[config.mk]
export PLATFORM = sky130hd
export DESIGN_NAME = vcu_rst_seq
export DESIGN_NICKNAME = d
export VERILOG_FILES = /design/src/rtl/vcu_rst_pkg.sv /design/src/rtl/vcu_rst_seq_lock_filt.sv /design/src/rtl/vcu_rst_seq.sv
export SDC_FILE = /design/constraint.sdc
export NUM_CORES = 1
export LEC_CHECK = 0
export CORE_ASPECT_RATIO = 1.5
export CORE_MARGIN = 8
export CORE_UTILIZATION = 54
export CTS_CLUSTER_SIZE = 10
export DETAILED_ROUTE_END_ITERATION = 6
export PLACE_DENSITY_LB_ADDON = 0.15
export SKIP_LAST_GASP = 1
export SLEW_MARGIN = 10
export SYNTH_ARGS = -nofsm -noshare
export SYNTH_HDL_FRONTEND = slang
export SYNTH_SLANG_ARGS = --single-unit
[constraint.sdc]
create_clock -name clk_in -period 2.9 [get_ports clk_in]
set_input_delay 0.29 -clock clk_in [delete_from_list [all_inputs] [get_ports clk_in]]
set_output_delay 0.29 -clock clk_in [all_outputs]
set_load 0.05 [all_outputs]
[src/rtl/vcu_rst_pkg.sv]
// Shared types and defaults for the reset sequencer.
// Optional watchdog is enabled with `define RST_SEQ_WDT_EN.
package vcu_rst_pkg;

  typedef enum logic [1:0] {
    HOLD    = 2'd0,
    RELEASE = 2'd1,
    RUN     = 2'd2,
    SOFT    = 2'd3
  } seq_state_e;

  localparam int DEF_STAGES      = 3;
  localparam int DEF_STAGE_DLY   = 1000;
  localparam int DEF_LOCK_FILT   = 16;
  localparam int DEF_SOFT_HOLD   = 64;
  localparam int DEF_WDT_TIMEOUT = 65536;

  // One counter width serves every timed interval in the sequencer.
  function automatic int cnt_width(input int dly, input int hold,
                                   input int filt, input int wdt);
    int m;
    m = dly;
    if (hold > m) m = hold;
    if (filt > m) m = filt;
    if (wdt > m)  m = wdt;
    return $clog2(m) + 1;
  endfunction

endpackage

[src/rtl/vcu_rst_seq_lock_filt.sv]
// Consecutive-sample PLL lock filter: locked_stable pulses on the
// LOCK_FILT-th consecutive high sample while clr is low.
module vcu_lock_filt
  import vcu_rst_pkg::*;
#(
  parameter int LOCK_FILT = DEF_LOCK_FILT
) (
  input  logic clk_in,
  input  logic rst_in,
  input  logic clr,
  input  logic pll_locked,
  output logic locked_stable
);

  localparam int W = $clog2(LOCK_FILT) + 1;

  logic [W-1:0] cnt;

  // Qualifying on the current sample lets the FSM leave HOLD on the very
  // edge that delivers the final high sample.
  assign locked_stable = pll_locked && !clr && (cnt == W'(LOCK_FILT - 1));

  always_ff @(posedge clk_in or negedge rst_in) begin
    if (!rst_in)
      cnt <= '0;
    else if (clr || !pll_locked || locked_stable)
      cnt <= '0;
    else
      cnt <= cnt + 1'b1;
  end

endmodule

[src/rtl/vcu_rst_seq.sv]
// Power-up reset sequencer: releases STAGES active-low resets in order once
// PLL lock is stable. `define RST_SEQ_WDT_EN builds the RUN-state watchdog.
module vcu_rst_seq
  import vcu_rst_pkg::*;
#(
  parameter int STAGES      = DEF_STAGES,
  parameter int STAGE_DLY   = DEF_STAGE_DLY,
  parameter int LOCK_FILT   = DEF_LOCK_FILT,
  parameter int SOFT_HOLD   = DEF_SOFT_HOLD,
  parameter int WDT_TIMEOUT = DEF_WDT_TIMEOUT
) (
  input  logic              clk_in,
  input  logic              rst_in,
  input  logic              pll_locked,
  input  logic              soft_rst_req,
  input  logic              wdt_kick,
  output logic [STAGES-1:0] rst_n_out,
  output logic              seq_done,
  output logic              wdt_fired
);

  localparam int CW = cnt_width(STAGE_DLY, SOFT_HOLD, LOCK_FILT, WDT_TIMEOUT);

  seq_state_e        state, state_nx;
  logic [CW-1:0]     cnt, cnt_nx;
  logic [3:0]        stg, stg_nx;
  logic [STAGES-1:0] rst_nx;
  logic              done_nx;
  logic              lock_ok;
  logic              wdt_exp;

  vcu_lock_filt #(.LOCK_FILT(LOCK_FILT)) u_lock_filt (
    .clk_in        (clk_in),
    .rst_in        (rst_in),
    .clr           (state != HOLD),
    .pll_locked    (pll_locked),
    .locked_stable (lock_ok)
  );

`ifdef RST_SEQ_WDT_EN
  // In RUN the shared counter is the watchdog; a kick on the expiry edge wins.
  assign wdt_exp = (state == RUN) && !wdt_kick && (cnt == CW'(WDT_TIMEOUT - 1));

  always_ff @(posedge clk_in or negedge rst_in) begin
    if (!rst_in)
      wdt_fired <= 1'b0;
    else if (wdt_exp && pll_locked)
      wdt_fired <= 1'b1;
  end
`else
  logic unused_kick;
  assign unused_kick = wdt_kick;
  assign wdt_exp     = 1'b0;
  assign wdt_fired   = 1'b0;
`endif

  always_comb begin
    state_nx = state;
    cnt_nx   = cnt;
    stg_nx   = stg;
    unique case (state)
      HOLD: begin
        if (lock_ok) state_nx = RELEASE;
      end
      RELEASE: begin
        if (!pll_locked)
          state_nx = HOLD;
        else if (soft_rst_req)
          state_nx = SOFT;
        else if (cnt == CW'(STAGE_DLY - 1)) begin
          cnt_nx = '0;
          if (stg == 4'(STAGES - 1))
            state_nx = RUN;
          else
            stg_nx = stg + 1'b1;
        end else
          cnt_nx = cnt + 1'b1;
      end
      RUN: begin
        if (!pll_locked)
          state_nx = HOLD;
        else if (wdt_exp || soft_rst_req)
          state_nx = SOFT;
`ifdef RST_SEQ_WDT_EN
        else
          cnt_nx = wdt_kick ? '0 : cnt + 1'b1;
`endif
      end
      SOFT: begin
        if (cnt == CW'(SOFT_HOLD - 1))
          state_nx = HOLD;
        else
          cnt_nx = cnt + 1'b1;
      end
      default: state_nx = HOLD;
    endcase

    if (state_nx != state) begin
      cnt_nx = '0;
      stg_nx = '0;
    end

    // Outputs are a thermometer of the released stage index, so stages can
    // only ever drop together.
    rst_nx = '0;
    for (int i = 0; i < STAGES; i++)
      if ((state_nx == RUN) || ((state_nx == RELEASE) && (4'(i) <= stg_nx)))
        rst_nx[i] = 1'b1;
    done_nx = (state_nx == RUN);
  end

  always_ff @(posedge clk_in or negedge rst_in) begin
    if (!rst_in) begin
      state     <= HOLD;
      cnt       <= '0;
      stg       <= '0;
      rst_n_out <= '0;
      seq_done  <= 1'b0;
    end else begin
      state     <= state_nx;
      cnt       <= cnt_nx;
      stg       <= stg_nx;
      rst_n_out <= rst_nx;
      seq_done  <= done_nx;
    end
  end

endmodule

* After elaboration in Yosys (flattened, before gate mapping)
Cells that the tools add are included.
** Storage, ports and cells
- Register bits :: 32
- Output and inout port bits :: 5
- Word-level logic and storage cells :: 66
** Operators by class
- Equality and inequality tests :: 13
- Multiplexer cells :: 25
- $add $sub $neg :: 3
- Reduce and logical (&&, ||, !) cells :: 16
- $lt $le $gt $ge :: 3
** Operator list (number)
- $mux 17 :: 5
- $pmux 17 s2 :: 1
- $mux 4 :: 6
- $add 17x1->17 const B :: 1
- $eq 17x10->1 const B :: 1
- $eq 17x6->1 const B :: 1
- $mux 2 :: 8
- $ne 3x3->1 const B :: 3
- $le 1x4->1 const A :: 2
- $pmux 2 s4 :: 1
- $eq 2x2->1 const B :: 3
- $add 5x1->5 const B :: 1
- $eq 5x4->1 const B :: 1
- $logic_and 1x1->1 :: 5
- $logic_or 1x1->1 :: 5
- $mux 5 :: 1
- $add 4x1->4 const B :: 1
- $eq 2x1->1 const B :: 2
- $eq 4x2->1 const B :: 1
- $le 2x4->1 const A :: 1
- $reduce_and 4->1 :: 1
- $mux 1 :: 3
- $reduce_bool 3->1 :: 1
- $logic_not 1->1 :: 2
- other kinds (3) :: 3

* Depth between registers and ports, before layout
- Depth in word-level cells :: 12
- Gate-level depth with buffers :: 12

* Cells and area by module
A second synthesis with hierarchy kept.
** Unflattened totals
- Cells, all modules :: 212
- Area, all modules :: 1984.4 um^2
** By module, submodules not included
- vcu_rst_seq :: times used 1, area each 1739.2 um^2, cells an instance 191
- vcu_lock_filt :: times used 1, area each 245.2 um^2, cells an instance 21

* Worst setup path before layout
No wires, ideal clock.
- Kind :: reg2reg
- Start :: register cnt[12]
- End :: register rst_n_out[1]
- Arrival :: 2.672 ns
- Clock period less this slack :: 2.809 ns
- Buffers on the path :: 2
- Path slack :: 0.091 ns
- Required time :: 2.763 ns
- Stages on the path, launching flop included :: 12
- Cells stage by stage :: dfrtp_1 > or4_4 > nor2_4 > a31oi_1 > buf_6 > clkbuf_8 > a21o_1 > o21a_1 > ha_1 > or4_1 > o31ai_1 > a32oi_1
** RTL lines
- from (decl) :: RTL line vcu_rst_seq.sv:25 : logic [CW-1:0] cnt, cnt_nx;
- from (signal assigned) :: RTL line vcu_rst_seq.sv:121 : cnt <= cnt_nx;
- $eq 17x10->1 :: RTL line vcu_rst_seq.sv:70 : else if (cnt == CW'(STAGE_DLY - 1)) begin
- $mux 2 :: RTL line vcu_rst_seq.sv:70
- $mux 2 :: RTL line vcu_rst_seq.sv:68 : else if (soft_rst_req)
- $mux 2 :: RTL line vcu_rst_seq.sv:66 : if (!pll_locked)
- $pmux 2 s4 (*) :: RTL line vcu_rst_seq.sv:61 : unique case (state)
- named net state_nx[1] :: RTL line vcu_rst_seq.sv:24 : seq_state_e state, state_nx;
- $eq 2x2->1 (*)
- named net done_nx :: RTL line vcu_rst_seq.sv:28 : logic done_nx;
- $logic_or 1x1->1 (*) :: RTL line vcu_rst_seq.sv:107 : if ((state_nx == RUN) || ((state_nx == RELEASE) && (4'(i) <= stg_nx)))
- $mux 1 (*) :: RTL line vcu_rst_seq.sv:107
- named net rst_nx[1] :: RTL line vcu_rst_seq.sv:27 : logic [STAGES-1:0] rst_nx;
- to (signal assigned) :: RTL line vcu_rst_seq.sv:123 : rst_n_out <= rst_nx;
- to (decl) :: RTL line vcu_rst_seq.sv:17 : output logic [STAGES-1:0] rst_n_out,
The timed path passes the listed nets; every way through them passes the cells marked *.
A chain may end at the register's enable or synchronous reset.

* Worst setup path after layout
- Start :: register cnt[1]
- End :: register rst_n_out[1]
The elaborated chain is that of the path after synthesis.

==> impl.org <==
** Run status
- The run finished with clean final reports.

** Timing
- WHS :: 0.401 ns
- Measured against its own limit, the worst slew margin works out to 57.5%.
- Max Clock Freq :: 362 MHz
- Setup violations remaining at the end of the flow were counted as 0.
- Count of final max-slew check failures :: 0
- Number of hold-slack violations in the final timing report :: 0
- At the pin with the least slew margin, the transition time is 0.631 ns.
- Between clock sinks in the finished design, the worst skew comes to 0.00776 ns.
- Setup TNS Final :: 0 ns
- For the finished layout, the period the worst path requires is 2.76 ns.
- Of the available clock period, the critical path in the final layout requires 95.2%.
- Unrepaired setup endpoints after global routing :: false

** Pwr
- The share of total power dissipated in combinational logic is 14.8%.
- Net switching is 27.7% of the power.
- Pwr Density :: 487 nW/µm²
- Portion of total power attributed to sequential cells :: 50.7%
- Worst vdd ir :: 366 µV
- Internal power :: 0.779 mW
- Total power consumption of the routed design :: 1.08 mW
- The clock network is responsible for 34.5% of the overall power.
- The analysis attributes to cell leakage a power of 0.971 nW.
- The analysis attributes to net switching a power of 0.299 mW.

** Floorplan
- From bottom edge to top edge, the die measures 90.2 µm.
- Area of the core :: 3580 µm²
- During I/O placement, the number of pins put on the boundary was 10.
- Row generation in the floorplan step produced 27 rows.
- The die covers 5910 µm².
- Die X :: 65.5 µm
- Effective utilization at floorplan :: 55.4%

** Yosys
- Number of cells produced by synthesis :: 222
- Largest cells by area after synthesis :: sky130_fd_sc_hd__dfrtp_1 40%, sky130_fd_sc_hd__nor2_1 4.5%, sky130_fd_sc_hd__ha_1 4.4%
- The most common cell in the synthesized netlist is sky130_fd_sc_hd__dfrtp_1.
- Yosys reg bits :: 32
- Number of nets in the synthesized netlist :: 234
- The biggest area contributor in the post-synthesis netlist is sky130_fd_sc_hd__dfrtp_1.
- Yosys printed 0 warnings.
- Top cell type's share of synthesized area :: 40.4%
- Post-synthesis sequential area ratio :: 40.4%
- Async set or reset register ratio after synthesis :: 100%
- Syn_area_per_cell :: 8.94 µm²
- The synthesized design contains 0 enable-type register cells.
- Top cells by count, synth :: 32 x sky130_fd_sc_hd__dfrtp_1, 24 x sky130_fd_sc_hd__nor2_1, 18 x sky130_fd_sc_hd__nand2_1
- The most used flip-flop cell after synthesis is sky130_fd_sc_hd__dfrtp_1.
- Post-synthesis cell area :: 1980 µm²
- Distinct cell type count after synthesis :: 51

** CTS
- TritonCTS clock tree :: yes
- CTS Root Buffer Type :: sky130_fd_sc_hd__clkbuf_8
- After clock tree synthesis, the clock-pin slew on the worst setup and hold paths is 0.06 ns.
- For the worst-skew pair, the clock arrives at the later sink with an insertion delay of 0.29 ns.
- For this design, the CTS-stage hold fixing added 0 buffers.
- Number of H-tree levels :: 2
- Clock tree synthesis inserted a total of 5 buffers.
- Max Buffers Root-to-Sink :: 2
- Counting every sink on the clock net gives 32.

** Global route
- Total track usage :: 16.5%
- GRT overflow :: 0
- The number of global-route vias before repair came to 1825.
- Global-route wire length before repair :: 7820 µm
- Entering global routing, the biggest net connects 33 pins.
- Initial antenna violation count :: 0

** Final layout
- In the final layout, the share of cells above drive strength 1 is 11.9%.
- From synthesis to final layout, the design area changed by 11.4%.
- The repair_antennas step left the layout with diodes totalling 0.
- For this run, the post-layout net count is 247.
- FILL cells :: 322
- Post-route cell area :: 2210 µm²

** Route
- Detail-routed via count per cell :: 6.17
- Antenna viol nets, final :: 0
- Number of design rule violations left after detail routing :: 0
- The detailed router placed 1716 vias in this run.
- Wire per inst :: 16.1 µm
- After detailed routing, the total wire length is 4470 µm.
- Number of violations reported at the end of detailed-routing iteration 0 :: 88
- Before antenna repair, the detailed router went through 6 iterations.

** Critical path
- STA puts the critical path data required time at 3.05 ns.
- Data on the critical path arrives at its endpoint at 2.91 ns.
- The largest individual stage delay along the critical path comes from the cell sky130_fd_sc_hd__or4_1.
- Crit. End Element :: flop
- Worst-path cell chain :: ha_2, and4b_1, and3_2, and2_1, o21a_1, o21a_1, ha_1, or4_1, o31ai_2, a32oi_1
- Worst R2R Path Depth :: 10
- In this run the critical register-to-register path is captured at rst_n_out[1].
- The cell family contributing the most delay on the critical path is simple AND/OR/NAND/NOR gates.
- The worst setup path is launched from a flop.
- Counting both buffers and inverters, the worst setup path holds a total of 0.
- Type of the setup path with the least slack :: flop to flop
- Cell type with the highest occurrence count on the critical path :: sky130_fd_sc_hd__o21a_1
- The largest single stage delay on the critical path is 0.54 ns.
- Start of the worst register-to-register path :: cnt[1]
- Along the worst path, the maximum fanout reaches 7.
- Slack of the worst reg-to-reg path :: 0.14 ns

** Place
- Routability-driven placement finished with a final weighted congestion of 0.834.
- The HPWL after detailed placement is 3230 µm.
- The placed instances occupy a cell area of 2090 µm².
- Number of I/O port buffers :: 7

** Hold path
- The path class of the tightest hold or removal check is input port to asynchronous set/reset pin.

** Run
- Max-cap violations in this run came to 0.
[flip-flops by register name, summed over array words and instances (netlist names)]
register and cells:
cnt 17, u_lock_filt.cnt 5, stg 4, rst_n_out 3, state 2, seq_done 1
[worst register-to-register path: cells and delay by family (launching register included)]
family | cells | cell delay (ns)
AO/OA/AOI/OAI | 4 | 0.62
adder cells (fa/ha/maj) | 2 | 0.42
flip-flops | 1 | 0.42
AND/OR/NAND/NOR | 4 | 1.16
[how the worst max path moves through the flow]
stage                     startpoint      endpoint  slack (ns)  cells past startpoint
after floorplan              cnt[12]  rst_n_out[1]        0.09                     11
after global placement        cnt[0]  rst_n_out[1]        0.20                     10
after detailed placement      cnt[0]  rst_n_out[1]         0.1                     10
after CTS                     cnt[0]  rst_n_out[1]        0.08                     10
after global routing          cnt[1]  rst_n_out[1]       0.004                     10
final                         cnt[1]  rst_n_out[1]        0.14                     10
[layout make-up]
class | count | area [µm²] | area share, %
repair buffers | 15 | 130 | 5.89
multi-input cells | 167 | 1080 | 48.7
well taps | 43 | 53.8 | 2.43
flip-flops and latches | 32 | 801 | 36.2
clock buffers | 7 | 96.3 | 4.36
inverters | 14 | 52.6 | 2.38
[placed cells by master, fill, tap and decap left out, types with 2 or more instances in the layout]
cell                              count
sky130_fd_sc_hd__a21o_1               2
sky130_fd_sc_hd__a21oi_1              2
sky130_fd_sc_hd__a22oi_1             10
sky130_fd_sc_hd__and2_1               3
sky130_fd_sc_hd__and3_1               6
sky130_fd_sc_hd__and4_1               4
sky130_fd_sc_hd__buf_4                8
sky130_fd_sc_hd__clkbuf_8             7
sky130_fd_sc_hd__clkdlybuf4s50_1      7
sky130_fd_sc_hd__dfrtp_1             32
sky130_fd_sc_hd__ha_1                 6
sky130_fd_sc_hd__inv_1               14
sky130_fd_sc_hd__nand2_1             18
sky130_fd_sc_hd__nand3_1             10
sky130_fd_sc_hd__nand3b_1             2
sky130_fd_sc_hd__nand4_1              4
sky130_fd_sc_hd__nor2_1              24
sky130_fd_sc_hd__nor3_1               4
sky130_fd_sc_hd__nor4_1               6
sky130_fd_sc_hd__o211ai_1             2
sky130_fd_sc_hd__o21a_1               2
sky130_fd_sc_hd__o21ai_0             15
sky130_fd_sc_hd__o21bai_1             7
sky130_fd_sc_hd__o22ai_1              4
sky130_fd_sc_hd__o31a_1               2
sky130_fd_sc_hd__o31ai_1              2
sky130_fd_sc_hd__o31ai_2              2
sky130_fd_sc_hd__or2_1                2
sky130_fd_sc_hd__or4_1                2
sky130_fd_sc_hd__xnor2_1              3
sky130_fd_sc_hd__xor2_1               2
[layer usage]
metal	track usage, %	wire length, µm	vias to the layer above
met2	29.9	2430	39
met4	10.2	159	0
met1	15.5	1740	828
li1	-	-	831
met5	0	0	-
met3	4.35	147	18
[through the flow]
stage / utilization, % / setup slack, ns / instances
after floorplan: - / 0.0908 / 222
after global placement: 58.4 / 0.201 / 269
after detailed placement: 58.4 / 0.0973 / 269
after CTS: 61.1 / 0.0838 / 276
after global routing: 61.7 / 0.00379 / 278
final: 61.7 / 0.138 / 278
[power groups by stage]
| stage | Combinational (mW) | Sequential (mW) | Clock [mW] |
|---|---|---|---|
| after floorplan | 0.114 | 0.539 | 0 |
| after global placement | 0.141 | 0.551 | 0 |
| after detailed placement | 0.149 | 0.554 | 0 |
| after CTS | 0.150 | 0.546 | 0.381 |
| after global routing | 0.183 | 0.554 | 0.397 |
| final | 0.160 | 0.546 | 0.372 |
[cell families after synthesis]
group / after synthesis / synth area share [%]
adders and majority gates: 7 / 4.41
DFF: 32 / 40.4
xor gates and xnor gates: 5 / 2.21
buffers and inverters: 23 / 6.12
AOI/OAI and AO/OA: 58 / 20.2
muxes: 1 / 0.567
other: 1 / 0.189
and+or+nand+nor: 95 / 26.0
[timing repair]
action                                  in CTS  in global routing
buffers inserted                             0                  2
endpoints found under the setup margin       0                  2
resized for setup                            0                  3
(Power assumes the default switching activity.)
